**config.mk**
```make
export PLATFORM = sky130hd
export DESIGN_NAME = alu_arbiter
export DESIGN_NICKNAME = d
export VERILOG_FILES = /design/src/rtl/alu_arbiter.sv
export SDC_FILE = /design/constraint.sdc
export NUM_CORES = 1
export LEC_CHECK = 0
export BUFFER_PORTS_ARGS = -buffer_cell sky130_fd_sc_hd__buf_2
export CORE_MARGIN = 4
export CORE_UTILIZATION = 45
export DETAILED_ROUTE_END_ITERATION = 10
export PLACE_DENSITY = 0.86
export SLEW_MARGIN = 20
export SYNTH_ARGS = -nofsm -noshare
export SYNTH_HDL_FRONTEND = slang
export SYNTH_SLANG_ARGS = --single-unit
```
**constraint.sdc**
```tcl
create_clock -name clk -period 8.95 [get_ports clk]
set_input_delay 0.4475 -clock clk [delete_from_list [all_inputs] [get_ports clk]]
set_output_delay 0.4475 -clock clk [all_outputs]
set_load 0.05 [all_outputs]
```
**src/rtl/alu_arbiter.sv**
```systemverilog
// alu_arbiter: round-robin arbiter feeding a shared ALU through an issue stage,
// with a registered response stage and an architectural status register.
module alu_arbiter (
    input  logic        clk,
    input  logic        rst,
    input  logic [1:0]  req_valid,
    input  logic [63:0] req_val_1,
    input  logic [63:0] req_val_2,
    input  logic [7:0]  req_exe_cmd,
    input  logic [1:0]  req_s,
    output logic [1:0]  gnt,
    input  logic        stall,
    input  logic        flush,
    output logic [31:0] alu_val_1,
    output logic [31:0] alu_val_2,
    output logic [3:0]  alu_exe_cmd,
    output logic [3:0]  alu_sr_in,
    input  logic [31:0] alu_result,
    input  logic [3:0]  alu_sr,
    output logic        rsp_valid,
    output logic        rsp_id,
    output logic [31:0] rsp_result,
    output logic [3:0]  rsp_sr,
    output logic [3:0]  status
);
    logic        prio;
    logic        iss_valid;
    logic        iss_id;
    logic        iss_s;
    logic [31:0] iss_val_1;
    logic [31:0] iss_val_2;
    logic [3:0]  iss_cmd;
    logic        gid;
    logic        fire;

    always_comb begin
        gnt  = (rst || stall || flush) ? 2'b00 : (&req_valid) ? (prio ? 2'b10 : 2'b01) : req_valid;
        gid  = gnt[1];
        fire = iss_valid && !flush;
    end

    always_ff @(posedge clk or posedge rst) begin
        if (rst) begin
            prio      <= 1'b0;
            iss_valid <= 1'b0;
            iss_id    <= 1'b0;
            iss_s     <= 1'b0;
            iss_val_1 <= 32'd0;
            iss_val_2 <= 32'd0;
            iss_cmd   <= 4'd0;
        end else begin
            iss_valid <= |gnt;
            if (|gnt) begin
                prio      <= ~gid;
                iss_id    <= gid;
                iss_s     <= req_s[gid];
                iss_val_1 <= gid ? req_val_1[63:32] : req_val_1[31:0];
                iss_val_2 <= gid ? req_val_2[63:32] : req_val_2[31:0];
                iss_cmd   <= gid ? req_exe_cmd[7:4] : req_exe_cmd[3:0];
            end
        end
    end

    // A flushed op never reaches the response stage or touches status.
    always_ff @(posedge clk or posedge rst) begin
        if (rst) begin
            rsp_valid  <= 1'b0;
            rsp_id     <= 1'b0;
            rsp_result <= 32'd0;
            rsp_sr     <= 4'd0;
            status     <= 4'd0;
        end else begin
            rsp_valid <= fire;
            if (fire) begin
                rsp_id     <= iss_id;
                rsp_result <= alu_result;
                rsp_sr     <= alu_sr;
                if (iss_s)
                    status <= alu_sr;
            end
        end
    end

    assign alu_val_1   = iss_val_1;
    assign alu_val_2   = iss_val_2;
    assign alu_exe_cmd = iss_cmd;
    assign alu_sr_in   = status;
endmodule

```
==> Implementation_results.wiki, run 1 <==
{| class="wikitable"
! Metric !! Value
|-
| Outcome || complete, no violations
|-
| First-pass GRT wire length || 28100 um
|-
| Violation count after the first detailed-route iteration || 459
|-
| Slew Limit Headroom || 34.5%
|-
| Pre-CTS setup slack || 5580 ps
|-
| Largest stage delay, worst path || 680 ps
|-
| Layout Utilization || 62.3%
|-
| F_max || 0.356 GHz
|-
| Critical path cell sequence || buf_2 > buf_4 > or2_2 > buf_4 > nand2_2 > clkinv_2 > a31oi_1
|-
| Final setup skew || 6.53 ps
|-
| Number of vias in the routed layout || 5644
|-
| Length of the first detailed-routing pass in iterations || 5
|-
| Hold Path Class || in2async
|-
| Synth Area per Inst || 11.2 um2
|-
| Buffer and inverter count on the worst path || 4
|-
| GRT Resource Usage Total || 24.1%
|-
| Post-synth top area share || 48.4%
|-
| Final setup fails || 0
|-
| Depth of the worst register-to-register path || 5
|-
| Initial Utilization || 46.4%
|-
| Synthesis Warnings || 0
|-
| Clock buffer depth || 2
|-
| Setup fix buffers added after clock tree synthesis || 0
|-
| Final #Nets || 953
|-
| Largest delay share family, worst path || buffers and inverters
|-
| Startpoint class of the critical path || primary input
|-
| Biggest fanout along the worst timing path || 73
|-
| Final antenna diode count || 0
|-
| Number of placed cells counting well taps || 925
|-
| Clock latency on the worst-skew pair || 410 ps
|-
| Final setup slack of the worst path || 6140 ps
|-
| Minimum clock period || 2810 ps
|-
| Arrival time at the worst endpoint || 3030 ps
|-
| Hold buffer count at cts || 0
|-
| Height of the chip || 123 um
|-
| Beginning of the worst register-to-register path || prio$_DFFE_PP0P_
|-
| Slowest cell on crit path || sky130_fd_sc_hd__clkinv_2
|-
| Total die area || 15000 um2
|-
| H-tree depth reported by CTS || 4
|-
| Required time worst endpoint || 9170 ps
|-
| # rows || 41
|-
| Max-slew violation total from the final report || 0
|-
| Maxcap violations || 0
|-
| TritonCTS clock tree || done
|-
| First element of the critical path || req_valid[1]
|-
| Summed instance area of the synthesized netlist || 5900 um2
|-
| Leading cell types by total area after synthesis || sky130_fd_sc_hd__dfrtp_1, sky130_fd_sc_hd__o31ai_2, sky130_fd_sc_hd__a31oi_1
|-
| Ports placed on the boundary || 296
|-
| Final std cells w/o fill || 958
|-
| Total power divided by cell area || 281 nW/um2
|-
| Share of post-route cells with drive strength above 1 || 56.9%
|-
| Input/output buffers || 295
|-
| Net count after synthesis || 705
|-
| Detail-routed via count per cell || 5.89
|-
| Slew at the pin closest to its max-slew limit || 982 ps
|-
| Detailed placement HPWL || 12500 um
|-
| Horizontal die dimension || 123 um
|-
| Leakage power summed over all cells || 0.00347 uW
|-
| Crit end category || flip-flop
|-
| Clock-pin slew on the worst setup and hold paths || 60 ps
|-
| Number of hold violations in the final report || 0
|-
| Clock tree root buffer cell || sky130_fd_sc_hd__clkbuf_16
|-
| Area added between synthesis and finish || 34.4%
|-
| Total Routed Length || 18900 um
|-
| Unrepaired setup endpoints after global routing || false
|-
| Sequential share of the synthesized area || 48.4%
|-
| R2r setup slk || 7070 ps
|-
| Remaining global-route overflow || 0
|-
| Count of state elements after synthesis || 114
|-
| Number of instances in the synthesized netlist || 525
|-
| Drt wl/cell || 19.7 um
|-
| Distinct cells, synth || 22
|-
| Remaining routing DRC violations || 0
|-
| VDD IR-drop max || 112 uV
|-
| Final clock period utilization by the worst path || 31.4%
|-
| Largest area contributor in the synthesized netlist || sky130_fd_sc_hd__dfrtp_1
|-
| Sinks on the clock net || 114
|-
| Commonest non-fill, non-tap cells in the layout || sky130_fd_sc_hd__buf_2, sky130_fd_sc_hd__dfrtp_1, sky130_fd_sc_hd__a21oi_1
|-
| CTS Buf Count || 17
|-
| Gates resized, CTS repair || 0
|-
| Most common library cell in the layout ignoring fill and taps || sky130_fd_sc_hd__buf_2
|-
| Summed negative setup slack over all endpoints || 0 ps
|-
| Worst flop-to-flop path endpoint || alu_val_2[19]$_DFFE_PP0P_
|-
| Core Footprint || 12700 um2
|-
| Last weighted congestion value of the routability-driven placer || 0.802
|-
| Library cell appearing most often on the critical path || sky130_fd_sc_hd__buf_4
|-
| Worst Path Class, Setup || in2reg
|-
| Pin count of the biggest net entering global routing || 80
|-
| Via count of the first global-routing pass || 5298
|-
| Remaining antenna violation count || 0
|-
| Antenna violations before repair || 0
|}
through the flow:
stage	area (um2)	total power, uW	hold slack (ps)
after detailed placement	7290	1530	469
after global placement	7290	1510	464
final	7930	2230	98.4
after global routing	7930	2310	123
after floorplan	5900	1310	444
after CTS	7910	2240	105
where the power goes:
part           internal (uW)  switching, uW
clock                    478            225
sequential               629           66.7
combinational            197            632
worst max-delay path by stage:
stage | endpoint | depth (start not counted) | slack [ps]
6_report | alu_val_1[7]$_DFFE_PP0P_ | 7 | 6140
5_1_grt | alu_val_2[28]$_DFFE_PP0P_ | 7 | 5970
3_5_place_dp | alu_val_2[19]$_DFFE_PP0P_ | 7 | 5580
4_1_cts | alu_val_1[7]$_DFFE_PP0P_ | 7 | 5960
3_3_place_gp | alu_val_1[0]$_DFFE_PP0P_ | 7 | 5670
2_1_floorplan | alu_exe_cmd[0]$_DFFE_PP0P_ | 1 | 5490
sequential cells by signal, summed over array words and instances, names as in the netlist:
| name | flops |
|---|---|
| alu_exe_cmd | 4 |
| alu_val_2 | 32 |
| iss_valid | 1 |
| rsp_valid | 1 |
| prio | 1 |
| rsp_id | 1 |
| iss_s | 1 |
| alu_sr_in | 4 |
| alu_val_1 | 32 |
| iss_id | 1 |
| rsp_result | 32 |
| rsp_sr | 4 |
kinds of logic after synthesis:
family,Yosys count,share of synthesized area [%]
flops,114,48.4
compound gates,211,28.2
mux,41,7.83
buf+inv,80,7.19
simple gates,79,8.42
worst reg2reg max path, stage by stage (launching register included):
cell	delay, ps
sky130_fd_sc_hd__dfrtp_1	430
sky130_fd_sc_hd__nor2b_4	150
sky130_fd_sc_hd__buf_4	580
sky130_fd_sc_hd__buf_12	310
sky130_fd_sc_hd__o31ai_2	110
sky130_fd_sc_hd__a31oi_1	210
routing by layer:
metal / routed length [um] / GRT usage, %
met1: 7160 / 29.0
met2: 9590 / 41.1
met3: 1860 / 7.42
met4: 311 / 8.33
met5: 0 / 0
cell usage after synthesis:
cell type                  number
sky130_fd_sc_hd__inv_1          1
sky130_fd_sc_hd__a21oi_1       71
sky130_fd_sc_hd__nand2_2        1
sky130_fd_sc_hd__o31ai_2       69
sky130_fd_sc_hd__buf_1          1
sky130_fd_sc_hd__dfrtp_1      114
sky130_fd_sc_hd__nor2b_1        2
sky130_fd_sc_hd__or3_1          1
sky130_fd_sc_hd__nand2b_1       1
sky130_fd_sc_hd__buf_2         30
sky130_fd_sc_hd__nand2_1        2
sky130_fd_sc_hd__buf_6          8
sky130_fd_sc_hd__mux2_1         9
sky130_fd_sc_hd__nor3_2         2
sky130_fd_sc_hd__nand4_1       69
sky130_fd_sc_hd__a21o_1         1
sky130_fd_sc_hd__a31oi_1       70
sky130_fd_sc_hd__clkbuf_1      31
sky130_fd_sc_hd__buf_4          7
sky130_fd_sc_hd__inv_2          2
sky130_fd_sc_hd__mux2_2        32
sky130_fd_sc_hd__or2_1          1
area by class of cell:
type	count	area, um2
fill	1031	4790
multi-input combinational	331	2650
inverter	3	17.5
clock inverter	10	156
clock buffer	22	464
tap	172	215
timing repair buffer	306	1570
sequential	114	2850
(Power assumes the default switching activity.)
==> inputs of run 2 (changes only) <==
Settings changed: CORE_UTILIZATION 45 to 42, PLACE_DENSITY 0.86 to 0.84.
Clock period 8.95 ns to 2.5 ns, I/O delays scaled along.
==> Implementation_results.wiki, run 2 (synthesis results as in run 1) <==
{| class="wikitable"
! Metric !! Value
|-
| Total die area || 16000 um2 (was 15000 um2)
|-
| Remaining global-route overflow || 0 (unchanged)
|-
| Final setup skew || 7.87 ps (was 6.53 ps)
|-
| Remaining routing DRC violations || 0 (unchanged)
|-
| Highest metal layer with signal wires || met5 (was met4)
|-
| Clock power share || 29.7% (was 31.6%)
|-
| Routed length on met1 || 8260 um (was 7160 um)
|-
| Clock buffer depth || 2 (unchanged)
|-
| Final std cells w/o fill || 1101 (was 958)
|-
| Initial Utilization || 42.7% (was 46.4%)
|-
| Int Pwr || 4740 uW (was 1300 uW)
|-
| VDD IR-drop max || 396 uV (was 112 uV)
|-
| Via count of the first global-routing pass || 6773 (was 5298)
|-
| Leakage power summed over all cells || 0.00402 uW (was 0.00347 uW)
|-
| Crit end category || flip-flop (unchanged)
|-
| Remaining antenna violation count || 0 (unchanged)
|-
| Sinks on the clock net || 114 (unchanged)
|-
| Total power divided by cell area || 889 nW/um2 (was 281 nW/um2)
|-
| Final clock period utilization by the worst path || 97.0%
|-
| Core Footprint || 13800 um2 (was 12700 um2)
|-
| Violation count after the first detailed-route iteration || 617 (was 459)
|-
| Length of the first detailed-routing pass in iterations || 7 (was 5)
|-
| Wire length on met2 || 11900 um (was 9590 um)
|-
| Minimum clock period || 2420 ps
|-
| Max-slew violation total from the final report || 0 (unchanged)
|-
| Outcome || complete, no violations (unchanged)
|-
| CTS Buf Count || 17 (unchanged)
|-
| Power share of the sequential group || 30.6% (was 31.2%)
|-
| # rows || 43 (was 41)
|-
| Input/output buffers || 295 (unchanged)
|-
| Unrepaired setup endpoints after global routing || false (unchanged)
|-
| Number of hold violations in the final report || 0 (unchanged)
|-
| Total Routed Length || 23400 um (was 18900 um)
|-
| Switching share of power || 42.6% (was 41.4%)
|-
| TritonCTS clock tree || done (unchanged)
|-
| Most common library cell in the layout ignoring fill and taps || sky130_fd_sc_hd__buf_2 (unchanged)
|-
| Number of placed cells counting well taps || 944 (was 925)
|-
| H-tree depth reported by CTS || 4 (unchanged)
|-
| Horizontal die dimension || 127 um (was 123 um)
|-
| Drt wl/cell || 21.3 um (was 19.7 um)
|-
| Clock tree root buffer cell || sky130_fd_sc_hd__clkbuf_16 (unchanged)
|-
| Ports placed on the boundary || 296 (unchanged)
|-
| Clock latency on the worst-skew pair || 400 ps (was 410 ps)
|-
| Biggest fanout along the worst timing path || 34 (was 73)
|-
| Antenna violations before repair || 1 (was 0)
|-
| Hold Path Class || in2reg (was in2async)
|-
| Commonest non-fill, non-tap cells in the layout || sky130_fd_sc_hd__buf_2, sky130_fd_sc_hd__dlygate4sd3_1, sky130_fd_sc_hd__dfrtp_1 (was sky130_fd_sc_hd__buf_2, sky130_fd_sc_hd__dfrtp_1, sky130_fd_sc_hd__a21oi_1)
|-
| Share of post-route cells with drive strength above 1 || 49.8% (was 56.9%)
|-
| Worst Path Class, Setup || in2reg (unchanged)
|-
| Final #Nets || 1088 (was 953)
|-
| Length of routed met3 wiring || 2260 um (was 1860 um)
|-
| Pin count of the biggest net entering global routing || 72 (was 80)
|-
| Final antenna diode count || 0 (unchanged)
|-
| Gates resized, CTS repair || 0 (unchanged)
|-
| First-pass GRT wire length || 35800 um (was 28100 um)
|-
| Total design power || 8260 uW (was 2230 uW)
|-
| F_max || 0.412 GHz
|-
| Summed negative setup slack over all endpoints || 0 ps (unchanged)
|-
| Detailed placement HPWL || 13300 um (was 12500 um)
|-
| Slew at the pin closest to its max-slew limit || 899 ps (was 982 ps)
|-
| Startpoint class of the critical path || primary input (unchanged)
|-
| Area added between synthesis and finish || 57.4% (was 34.4%)
|-
| Arrival time at the worst endpoint || 2700 ps (was 3030 ps)
|-
| Setup fix buffers added after clock tree synthesis || 0 (unchanged)
|-
| Detail-routed via count per cell || 6.02 (was 5.89)
|-
| Power spent charging and discharging nets || 3520 uW (was 924 uW)
|-
| Number of vias in the routed layout || 6629 (was 5644)
|-
| GRT Resource Usage Total || 27.9% (was 24.1%)
|-
| Maxcap violations || 0 (unchanged)
|-
| Share of power burned in combinational logic || 39.7% (was 37.2%)
|-
| Last weighted congestion value of the routability-driven placer || 0.809 (was 0.802)
|-
| Required time worst endpoint || 2780 ps (was 9170 ps)
|-
| Clock-pin slew on the worst setup and hold paths || 60 ps (about the same)
|-
| Height of the chip || 127 um (was 123 um)
|-
| Final setup fails || 0 (unchanged)
|-
| Slew Limit Headroom || 40.1% (was 34.5%)
|}
[run 2: critical path: stages]
cell,delay (ps)
sky130_fd_sc_hd__dlygate4sd3_1,530
sky130_fd_sc_hd__buf_2,180
sky130_fd_sc_hd__or3_4,580
sky130_fd_sc_hd__buf_12,270
sky130_fd_sc_hd__o31ai_2,270
sky130_fd_sc_hd__a31oi_1,130
sky130_fd_sc_hd__dlygate4sd3_1,600
[run 2: worst paths after layout]
kind                       depth (start not counted)  slack, ps                         to          startpoint
min                                                3         10  alu_val_1[26]$_DFFE_PP0P_       req_val_1[58]
max reg2reg                                        5        410  alu_val_1[12]$_DFFE_PP0P_    prio$_DFFE_PP0P_
max in group asynchronous                          4       1250         rsp_id$_DFFE_PP0P_                 rst
max                                                7         80  alu_val_2[18]$_DFFE_PP0P_                 rst
min reg2reg                                        1        490         iss_id$_DFFE_PP0P_  iss_id$_DFFE_PP0P_
min in group asynchronous                          4        510   alu_val_1[4]$_DFFE_PP0P_                 rst
[run 2: area by class of cell]
cell class              count  area (um2)
multi-input cells         332        2660
flip-flops and latches    114        2850
inverters                   3        17.5
repair buffers            440        2940
clock buffers              19         433
fillers                   936        4540
well taps                 180         225
clock inverters            13         159
[run 2: timing repair]
item                                    4_1_cts  5_1_grt
endpoints found under the setup margin        0        6
hold buffers                                123        1
endpoints found under the hold margin       147        1
[run 2: power by group through the flow]
stage / clock, uW / sequential [uW] / combinational [uW]
2_1_floorplan: 0 / 3870 / 818
3_3_place_gp: 0 / 2490 / 2950
3_5_place_dp: 0 / 2520 / 2990
4_1_cts: 2470 / 2500 / 3220
5_1_grt: 2570 / 2560 / 3410
6_report: 2450 / 2520 / 3280
[run 2: metal layers]
metal	up-vias	GRT usage [%]
met5	-	0
met4	2	11.8
met3	99	6.69
met2	501	49.5
met1	3192	32.0
li1	2835	-
[run 2: metrics by stage]
stage	util (%)	hold slack, ps	area, um2	worst slack [ps]
after detailed placement	53.8	356	7440	745
after global routing	67.1	2.10	9280	13.5
after global placement	53.8	341	7440	790
final	67.1	13.4	9280	75.7
after CTS	67.0	0.804	9270	105
after floorplan	-	260	5900	717
